<file path="config.mk">
export PLATFORM = sky130hd
export DESIGN_NAME = result_writeback_unit
export DESIGN_NICKNAME = d
export VERILOG_FILES = /design/src/rtl/result_writeback_unit.sv
export SDC_FILE = /design/constraint.sdc
export NUM_CORES = 1
export LEC_CHECK = 0
export CAP_MARGIN = 20
export CORE_MARGIN = 4
export CORE_UTILIZATION = 40
export DETAILED_ROUTE_END_ITERATION = 8
export PLACE_DENSITY = 0.66
export SLEW_MARGIN = 20
export SYNTH_ARGS = -nofsm -noshare
export SYNTH_HDL_FRONTEND = slang
export SYNTH_SLANG_ARGS = --single-unit
</file>
<file path="constraint.sdc">
create_clock -name clk -period 18.4 [get_ports clk]
set_input_delay 2.76 -clock clk [delete_from_list [all_inputs] [get_ports clk]]
set_output_delay 2.76 -clock clk [all_outputs]
set_load 0.05 [all_outputs]
</file>
<file path="src/rtl/result_writeback_unit.sv">
// Snapshots the NxN result matrix on start and streams the active n x n block, row-major, to memory.
// Optional single-word stepping is compiled in with the WRITEBACK_STEP_EN macro.
module result_writeback_unit #(
  parameter int WIDTH = 16,
  parameter int N     = 4
) (
  input  logic                    clk,
  input  logic                    rst,
`ifdef WRITEBACK_STEP_EN
  input  logic                    stepping_enable,
  input  logic                    step,
`endif
  input  logic                    start,
  input  logic signed [WIDTH-1:0] matrix_C [N][N],
  input  logic [11:0]             addr_C,
  input  logic [8:0]              n,
  output logic                    mem_we,
  input  logic                    mem_ready,
  output logic [11:0]             mem_addr,
  output logic signed [WIDTH-1:0] mem_wdata,
  output logic                    busy,
  output logic                    done,
  output logic                    error,
  output logic [15:0]             words_written
);

  localparam int IDX_W = (N > 1) ? $clog2(N) : 1;

  typedef enum logic [2:0] {S_IDLE, S_LOAD, S_WRITE, S_DONE, S_ERR} state_t;

  state_t                  state_reg;
  logic [11:0]             base_reg;
  logic [8:0]              n_reg;
  logic [IDX_W-1:0]        row_reg, col_reg;
  logic                    mem_we_reg, busy_reg, done_reg, error_reg;
  logic [11:0]             mem_addr_reg;
  logic signed [WIDTH-1:0] mem_wdata_reg;
  logic [15:0]             words_reg;

  logic                    capture;
  logic [N*N*WIDTH-1:0]    snap_flat;

  assign capture = (state_reg == S_IDLE) && start;

  // One snapshot register per element, flattened row-major for indexed readout.
  for (genvar gi = 0; gi < N * N; gi++) begin : g_snap
    logic signed [WIDTH-1:0] elem_reg;
    always_ff @(posedge clk) begin
      if (capture) elem_reg <= matrix_C[gi / N][gi % N];
    end
    assign snap_flat[gi*WIDTH +: WIDTH] = elem_reg;
  end

  logic [8:0]       last_idx;
  logic             col_last, row_last;
  logic [IDX_W-1:0] row_next, col_next;
  logic [WIDTH-1:0] word_next;

  assign last_idx = n_reg - 9'd1;
  assign col_last = (9'(col_reg) == last_idx);
  assign row_last = (9'(row_reg) == last_idx);

  always_comb begin
    row_next = row_reg;
    col_next = col_reg + 1'b1;
    if (col_last) begin
      col_next = '0;
      row_next = row_reg + 1'b1;
    end
  end

  assign word_next = snap_flat[(int'(row_next) * N + int'(col_next)) * WIDTH +: WIDTH];

  // Range check is done 19 bits wide so the end address cannot wrap past 4095.
  logic [18:0] nn_sq, span_end;
  logic        n_legal, job_illegal;

  assign nn_sq       = {10'd0, n_reg} * {10'd0, n_reg};
  assign span_end    = {7'd0, base_reg} + nn_sq - 19'd1;
  assign n_legal     = (n_reg != 9'd0) && (n_reg <= 9'(N));
  assign job_illegal = !n_legal || (span_end > 19'd4095);

  logic step_go, step_mode;
`ifdef WRITEBACK_STEP_EN
  logic step_d_reg;
  always_ff @(posedge clk) begin
    if (rst) step_d_reg <= 1'b0;
    else     step_d_reg <= step;
  end
  assign step_go   = step & ~step_d_reg;
  assign step_mode = stepping_enable;
`else
  assign step_go   = 1'b0;
  assign step_mode = 1'b0;
`endif

  always_ff @(posedge clk) begin
    if (rst) begin
      state_reg     <= S_IDLE;
      base_reg      <= '0;
      n_reg         <= '0;
      row_reg       <= '0;
      col_reg       <= '0;
      mem_we_reg    <= 1'b0;
      mem_addr_reg  <= '0;
      mem_wdata_reg <= '0;
      busy_reg      <= 1'b0;
      done_reg      <= 1'b0;
      error_reg     <= 1'b0;
      words_reg     <= '0;
    end else begin
      case (state_reg)
        S_IDLE: begin
          if (start) begin
            base_reg  <= addr_C;
            n_reg     <= n;
            busy_reg  <= 1'b1;
            state_reg <= S_LOAD;
          end
        end
        S_LOAD: begin
          if (job_illegal) begin
            busy_reg  <= 1'b0;
            error_reg <= 1'b1;
            state_reg <= S_ERR;
          end else begin
            error_reg     <= 1'b0;
            words_reg     <= '0;
            row_reg       <= '0;
            col_reg       <= '0;
            mem_addr_reg  <= base_reg;
            mem_wdata_reg <= snap_flat[0 +: WIDTH];
            mem_we_reg    <= 1'b1;
            state_reg     <= S_WRITE;
          end
        end
        S_WRITE: begin
          if (mem_we_reg && mem_ready) begin
            words_reg <= words_reg + 16'd1;
            if (row_last && col_last) begin
              mem_we_reg <= 1'b0;
              busy_reg   <= 1'b0;
              done_reg   <= 1'b1;
              state_reg  <= S_DONE;
            end else begin
              row_reg       <= row_next;
              col_reg       <= col_next;
              mem_addr_reg  <= mem_addr_reg + 12'd1;
              mem_wdata_reg <= word_next;
              if (step_mode) mem_we_reg <= 1'b0;
            end
          end else if (!mem_we_reg && (step_go || !step_mode)) begin
            // Parked between stepped words: release the next one.
            mem_we_reg <= 1'b1;
          end
        end
        S_DONE: begin
          done_reg  <= 1'b0;
          state_reg <= S_IDLE;
        end
        S_ERR: begin
          state_reg <= S_IDLE;
        end
        default: state_reg <= S_IDLE;
      endcase
    end
  end

  assign mem_we        = mem_we_reg;
  assign mem_addr      = mem_addr_reg;
  assign mem_wdata     = mem_wdata_reg;
  assign busy          = busy_reg;
  assign done          = done_reg;
  assign error         = error_reg;
  assign words_written = words_reg;

endmodule

</file>
==> results of run 1 <==
==> stage by stage <==
stage	util [%]	area, sq um
finish	52.72	21620
global route	52.70	21620
CTS	52.69	21610
detailed placement	49.77	20420
global placement	49.77	20410
floorplan	-	16710
==> power breakdown <==
group	internal, W	switching (W)
Clock	0.000436	0.000305
Combinational	0.000137	0.000150
Sequential	0.000859	0.0000189
==> worst max path at each step <==
stage                   from                    end  depth (start not counted)
finish              n_reg[4]           mem_wdata[0]                         21
global route        n_reg[4]          mem_wdata[15]                         21
CTS                 n_reg[4]           mem_wdata[0]                         21
detailed placement  n_reg[4]           mem_wdata[0]                         21
global placement    n_reg[3]          mem_wdata[15]                         20
floorplan              start  g_snap[0].elem_reg[0]                          4
==> layer usage <==
layer  GRT usage [%]  share of wire (%)  vias to the layer above
met4           6.419                2.4                       18
met5               0               0.29                        -
li1                -                  -                     5778
met1           24.20                 38                     5904
met2           37.02                 52                      374
met3           6.153                7.3                       83
==> placed cells by master (no fill, tap or decap), types with 12 or more instances in the layout <==
| master | count |
|---|---|
| clkdlybuf4s50_1 | 328 |
| nand3_1 | 33 |
| or3_1 | 12 |
| o22a_1 | 12 |
| nor2b_1 | 18 |
| a22oi_1 | 12 |
| o22ai_1 | 38 |
| a21o_1 | 18 |
| and3_1 | 15 |
| xnor2_1 | 12 |
| nand2_1 | 149 |
| a21oi_1 | 80 |
| nor2_1 | 67 |
| inv_1 | 114 |
| edfxtp_1 | 256 |
| o21ai_0 | 70 |
| clkbuf_16 | 38 |
| a31oi_1 | 19 |
| dfxtp_1 | 75 |
| mux2i_1 | 84 |
| fa_1 | 56 |
| ha_1 | 60 |
| o221ai_1 | 17 |
==> logic make-up after synthesis <==
group                      share of synthesized area [%]
AOI/OAI and AO/OA                                  13.22
xor gates and xnor gates                          0.9436
muxes                                              5.639
buffers and inverters                              4.606
and+or+nand+nor                                    9.271
adders and majority gates                          11.20
DFF                                                55.12
==> critical path: cells and delay by family, from the launching register on <==
family                     cells  cell delay [ns]
AOI/OAI and AO/OA              4             1.17
DFF                            1             0.70
adders and majority gates      6             2.67
xor gates and xnor gates       1             0.21
buffers and inverters          4             0.74
and+or+nand+nor                6             1.35
==> final cells by class <==
cell class	count	area [sq um]	share of cell area, %
tap	532	665.6	3.078
timing repair buffer	337	3351	15.50
antenna	4	10.01	0.04629
multi-input combinational	896	6744	31.19
inverter	116	442.9	2.048
sequential	332	9213	42.61
clock inverter	19	220.2	1.018
clock buffer	45	977.2	4.519
==> synth_stat cells, drive strengths merged (6+ instances only) <==
| master | instances |
|---|---|
| nor2b | 18 |
| mux2i | 84 |
| o22ai | 38 |
| fa | 56 |
| ha | 60 |
| or3 | 12 |
| o21ai | 74 |
| nand3 | 33 |
| and2 | 7 |
| a22oi | 12 |
| nor2 | 68 |
| inv | 115 |
| a21o | 18 |
| o22a | 12 |
| dfxtp | 76 |
| xor2 | 6 |
| clkbuf | 52 |
| nand2 | 152 |
| xnor2 | 12 |
| mux2 | 9 |
| a31oi | 19 |
| and3 | 15 |
| a21oi | 80 |
| buf | 28 |
| edfxtp | 256 |
| a211oi | 11 |
| nor3 | 8 |
| o221a | 6 |
| o221ai | 17 |
==> flow_metrics.py, run 1 <==
metrics = {
    "synth": {
        "ys_top_cells_by_area": "edfxtp_1 (46%), dfxtp_1 (9.1%), fa_1 (6.7%)",
        "synth_edf_count": 256,
        "ys_warn_count": 0,
        "synth_ff_type": "edfxtp_1",
        "ys_seq_area_share_pct": 55.12,
        "synth_area_sq_mm": 0.01671,
        "syn_inst": 1424,
        "ys_async_sr_fraction_pct": 0,
        "synth_top_area_share_pct": 46.01,
        "synth_seq_cells": 332,
        "ys_types": 69,
        "syn_area_per_cell_sq_um": 11.73,
        "syn_nets": 1821,
        "yosysTopAreaCell": "edfxtp_1",
    },
    "floorplan": {
        "rows": 74,
        "core_sq_mm": 0.04102,
        "die_h_um": 212.4,
        "start_util_pct": 40.73,
        "die_area_sq_mm": 0.04510,
        "die_x_um": 212.4,
        "io_pins": 329,
    },
    "power": {
        "leakagePower_nw": 7.958,
        "power_density_mw_per_mm2": 88.12,
        "peakVddDrop_mv": 0.09525,
        "total_power_w": 0.001905,
    },
    "grt": {
        "grt_pass1_wl_um": 71660,
        "grt_max_degree": 136,
        "first_global_vias": 12520,
        "grt.total_usage_pct": 20.78,
        "antenna_found_initial": 12,
        "gr-total-overflow": 0,
    },
    "run": {
        "maxCapViolations": 0,
    },
    "critical_path": {
        "max_stage_delay_ns": 0.70,
        "cp_slowest_cell": "dfxtp_1",
        "arrival_ns": 7.40,
        "crit_chain": "inv_1 > nor2_1 > ha_1 > xnor2_1 > fa_1 > fa_1 > fa_1 > inv_1 > fa_1 > inv_1 > ha_1 > and3_1 > o211a_1 > a2111oi_0 > nor3_1 > a311oi_2 > nand4_4 > nand2_1 > buf_4 > nand2_1 > o221a_2",
        "path_common_cell": "fa_1",
        "r2r-start": "n_reg[4]",
        "critPathRequiredTime_ns": 18.84,
        "r2r_setup_slack_ns": 11.44,
        "crit_type": "reg -> reg",
        "r2r-end": "mem_wdata[0]",
        "rr_worst_depth": 21,
        "critPathMaxFanout": 32,
        "crit_path_end_kind": "flip-flop",
        "cp-start-kind": "flip-flop",
    },
    "worst_hold_path": {
        "holdPathStages": 2,
        "holdCritPathClass": "reg -> reg",
        "hp-start": "base_reg[6]",
        "min_to": "base_reg[6]",
    },
    "finish": {
        "num-nets-final": 2117,
        "fillers": 3521,
        "layout-drive-gt1-share_pct": 5.330,
        "final_cells": 2281,
        "largest_reg_flops": 256,
        "syn_to_final_growth_pct": 29.42,
    },
    "sta": {
        "fin_crit_ns": 6.960,
        "whs_ns": 0.4583,
        "final_max_slew_viol_count": 0,
        "fin_ws_ns": 11.44,
        "worstMarginPinSlew_ns": 1.092,
        "fin_skew_ns": 0.02595,
        "slew_headroom_pct": 26.94,
        "setup_viol": 0,
        "fin_setup_tns_ns": 0,
        "fmax_mhz": 143.7,
        "hold_viol": 0,
        "finalCritPeriodShare_pct": 37.82,
        "rsz0062_at_grt": "false",
    },
    "routing": {
        "drc_errors": 0,
        "firstDrtPassIters": 5,
        "drt-wirelength-per-cell_um": 21.01,
        "num_vias": 12160,
        "drt_iter0_markers": 1016,
        "vias_per_cell": 5.330,
        "ant_nets": 0,
        "routed_wl_um": 47940,
    },
    "clock_network": {
        "clkSinkCount": 332,
        "cts_root_buf": "clkbuf_16",
        "numCtsBuffers": 37,
        "cts_resized": 0,
        "htree_levels": 2,
        "clockBufferDepth": 3,
        "clkTransAtPathRegs_ns": 0.06,
        "postCtsSetupBuffers": 0,
        "cts_tree": "built",
        "clkLatencyLatePin_ns": 0.56,
        "postCtsHoldBufs": 0,
    },
    "placement": {
        "post-place-ws_ns": 11.48,
        "port_buffers": 328,
        "dp_cells": 2213,
        "dp_hpwl_um": 35560,
        "finalWeightedCongestion": 0.8721,
    },
    "status": {
        "outcome": "finished clean",
    },
}
(Power assumes the default switching activity.)
==> inputs of run 2 (changes only) <==
--- a/config.mk
+++ b/config.mk
@@ -9,7 +9,7 @@
 export CORE_MARGIN = 4
 export CORE_UTILIZATION = 40
 export DETAILED_ROUTE_END_ITERATION = 8
-export PLACE_DENSITY = 0.66
+export PLACE_DENSITY = 0.69
 export SLEW_MARGIN = 20
 export SYNTH_ARGS = -nofsm -noshare
 export SYNTH_HDL_FRONTEND = slang
==> constraint.sdc (replaced) <==
create_clock -name clk -period 6.26 [get_ports clk]
set_input_delay 0.939 -clock clk [delete_from_list [all_inputs] [get_ports clk]]
set_output_delay 0.939 -clock clk [all_outputs]
set_load 0.05 [all_outputs]
==> flow_metrics.py, run 2 (synthesis gave the netlist of run 1 again) <==
metrics = {
    "status": {
        "outcome": "finished clean",
    },
    "sta": {
        "worstMarginPinSlew_ns": 1.074,
        "slew_headroom_pct": 28.12,
        "fin_setup_tns_ns": 0,
        "fin_crit_ns": 6.013,
        "hold_viol": 0,
        "fmax_mhz": 166.3,
        "setup_viol": 0,
        "final_max_slew_viol_count": 0,
        "fin_skew_ns": 0.01514,
        "finalCritPeriodShare_pct": 96.05,
        "rsz0062_at_grt": "true",
    },
    "clock_network": {
        "htree_levels": 2,
        "numCtsBuffers": 36,
        "clkSinkCount": 332,
        "postCtsHoldBufs": 0,
        "cts_tree": "built",
        "clkLatencyLatePin_ns": 0.55,
        "cts_root_buf": "clkbuf_16",
        "clkTransAtPathRegs_ns": 0.07,
        "clockBufferDepth": 3,
    },
    "finish": {
        "layout_commonest_cell": "clkdlybuf4s50_1",
        "most-common-layout-cells": "clkdlybuf4s50_1 (328), edfxtp_1 (256), nand2_1 (147)",
        "syn_to_final_growth_pct": 31.05,
        "largest_reg_flops": 256,
        "final_cells": 2305,
        "fin_util_pct": 53.38,
        "layout-drive-gt1-share_pct": 7.575,
        "num-nets-final": 2141,
        "fillers": 3498,
    },
    "placement": {
        "finalWeightedCongestion": 0.9046,
        "dp_hpwl_um": 36260,
        "dp_cells": 2231,
        "port_buffers": 328,
    },
    "critical_path": {
        "path_common_cell": "fa_1",
        "critPathRequiredTime_ns": 6.73,
        "crit_type": "reg -> reg",
        "crit_chain": "nand2_1 > fa_1 > fa_1 > inv_1 > fa_1 > inv_1 > fa_1 > fa_1 > inv_1 > ha_1 > and3_1 > o211a_1 > a2111o_1 > a311oi_4 > nand4_4 > and2_4 > or4_1 > a21oi_1",
        "r2r-end": "words_written[12]",
        "critPathBufInv": 3,
        "arrival_ns": 6.48,
        "r2r-start": "n_reg[7]",
        "crit_family": "adder cells",
        "r2r_setup_slack_ns": 0.25,
        "cp-start-kind": "flip-flop",
        "max_stage_delay_ns": 0.55,
        "crit_path_end_kind": "flip-flop",
        "cp_slowest_cell": "fa_1",
        "critPathMaxFanout": 8,
        "rr_worst_depth": 18,
    },
    "floorplan": {
        "die_area_sq_mm": 0.04510,
        "start_util_pct": 40.73,
        "rows": 74,
        "die_h_um": 212.4,
        "die_x_um": 212.4,
        "core_sq_mm": 0.04102,
        "io_pins": 329,
    },
    "grt": {
        "gr-total-overflow": 0,
        "met3_usage_pct": 6.434,
        "first_global_vias": 12580,
        "met1_usage_pct": 25.29,
        "grt_pass1_wl_um": 72990,
        "grt_max_degree": 129,
        "top_usage_layer": "met2",
        "antenna_found_initial": 11,
        "met2_usage_pct": 36.47,
        "grt.total_usage_pct": 21.15,
    },
    "power": {
        "power_frac_seq_pct": 46.0,
        "switchingPower_w": 0.001402,
        "switching_share_pct": 25.09,
        "p_int_w": 0.004184,
        "peakVddDrop_mv": 0.2303,
        "comb_power_share_pct": 16.2,
        "leakagePower_nw": 8.106,
        "power_density_mw_per_mm2": 255.1,
        "pwr-share-clk_pct": 37.8,
    },
    "worst_hold_path": {
        "holdCritPathClass": "reg -> reg",
        "min_to": "base_reg[4]",
        "hp-start": "base_reg[4]",
        "holdPathStages": 2,
    },
    "routing": {
        "routed_wl_um": 48510,
        "num_vias": 12380,
        "drc_errors": 0,
        "vias_per_cell": 5.370,
        "firstDrtPassIters": 5,
        "drt_iter0_markers": 1037,
        "drt-wirelength-per-cell_um": 21.05,
        "ant_nets": 0,
    },
    "run": {
        "maxCapViolations": 0,
    },
}
==> run 2: cell count changes in the layout (fill, tap and decap cells not counted), sizes merged <==
cell and delta:
and2 +1, clkinv +1, nand4 +1, clkinvlp -3, bufinv -1, buf +23, clkbuf +2
==> run 2: worst max path at each step <==
stage	startpoint	to	slack (ns)	cells past startpoint
after global placement	n_reg[2]	words_written[12]	0.16	19
final	n_reg[7]	words_written[12]	0.25	18
after global routing	n_reg[3]	words_written[13]	-0.03	21
after CTS	n_reg[5]	words_written[12]	0.001	19
after floorplan	n_reg[4]	words_written[12]	0.18	21
after detailed placement	n_reg[5]	words_written[12]	0.05	19
==> run 2: final cells by class <==
cell class                      instances  area [sq um]  area share (%)
Clock inverter                         16         188.9          0.8629
Multi-Input combinational cell        898          6827           31.18
Tap cell                              532         665.6           3.040
Clock buffer                           47         973.4           4.446
Timing Repair Buffer                  360          3561           16.26
Inverter                              116         442.9           2.023
Sequential cell                       332          9226           42.14
Antenna cell                            4         10.01         0.04572
==> run 2: repair_timing <==
item	in CTS	in global routing
endpoints found under the setup margin	0	49
gates resized for setup	0	24
endpoints found under the hold margin	0	0
setup buffers	0	5
==> run 2: worst register-to-register path, stage by stage (launching register included) <==
cell      delay, ns
dfxtp_1        0.39
nand2_1        0.12
fa_1           0.50
fa_1           0.50
inv_1          0.05
fa_1           0.53
inv_1          0.05
fa_1           0.51
fa_1           0.55
inv_1          0.04
ha_1           0.37
and3_1         0.22
o211a_1        0.18
a2111o_1       0.47
a311oi_4       0.40
nand4_4        0.19
and2_4         0.21
or4_1          0.52
a21oi_1        0.15
==> run 2: metal layers <==
layer | vias up | share of wire [%]
li1 | 5822 | -
met1 | 5974 | 38
met4 | 16 | 3.4
met2 | 467 | 50
met3 | 100 | 8.3
met5 | - | 0.25
==> run 2: stage by stage <==
step	power [W]	worst slack (ns)	hold slack (ns)	instance area, sq um
floorplan	0.003151	0.1758	0.4363	16710
global placement	0.003459	0.1557	0.4453	20590
detailed placement	0.003480	0.05244	0.4515	20590
CTS	0.005608	0.001362	0.4598	21750
global route	0.005845	-0.02829	0.4859	21880
finish	0.005586	0.2473	0.4622	21890
==> run 2: power groups by stage <==
| stage | logic, W | registers, W | clock network, W |
|---|---|---|---|
| 3_3_place_gp | 0.000847 | 0.00261 | 0 |
| 6_report | 0.000904 | 0.00257 | 0.00211 |
| 4_1_cts | 0.000870 | 0.00257 | 0.00217 |
| 5_1_grt | 0.00101 | 0.00258 | 0.00226 |
| 3_5_place_dp | 0.000865 | 0.00262 | 0 |
| 2_1_floorplan | 0.000531 | 0.00262 | 0 |
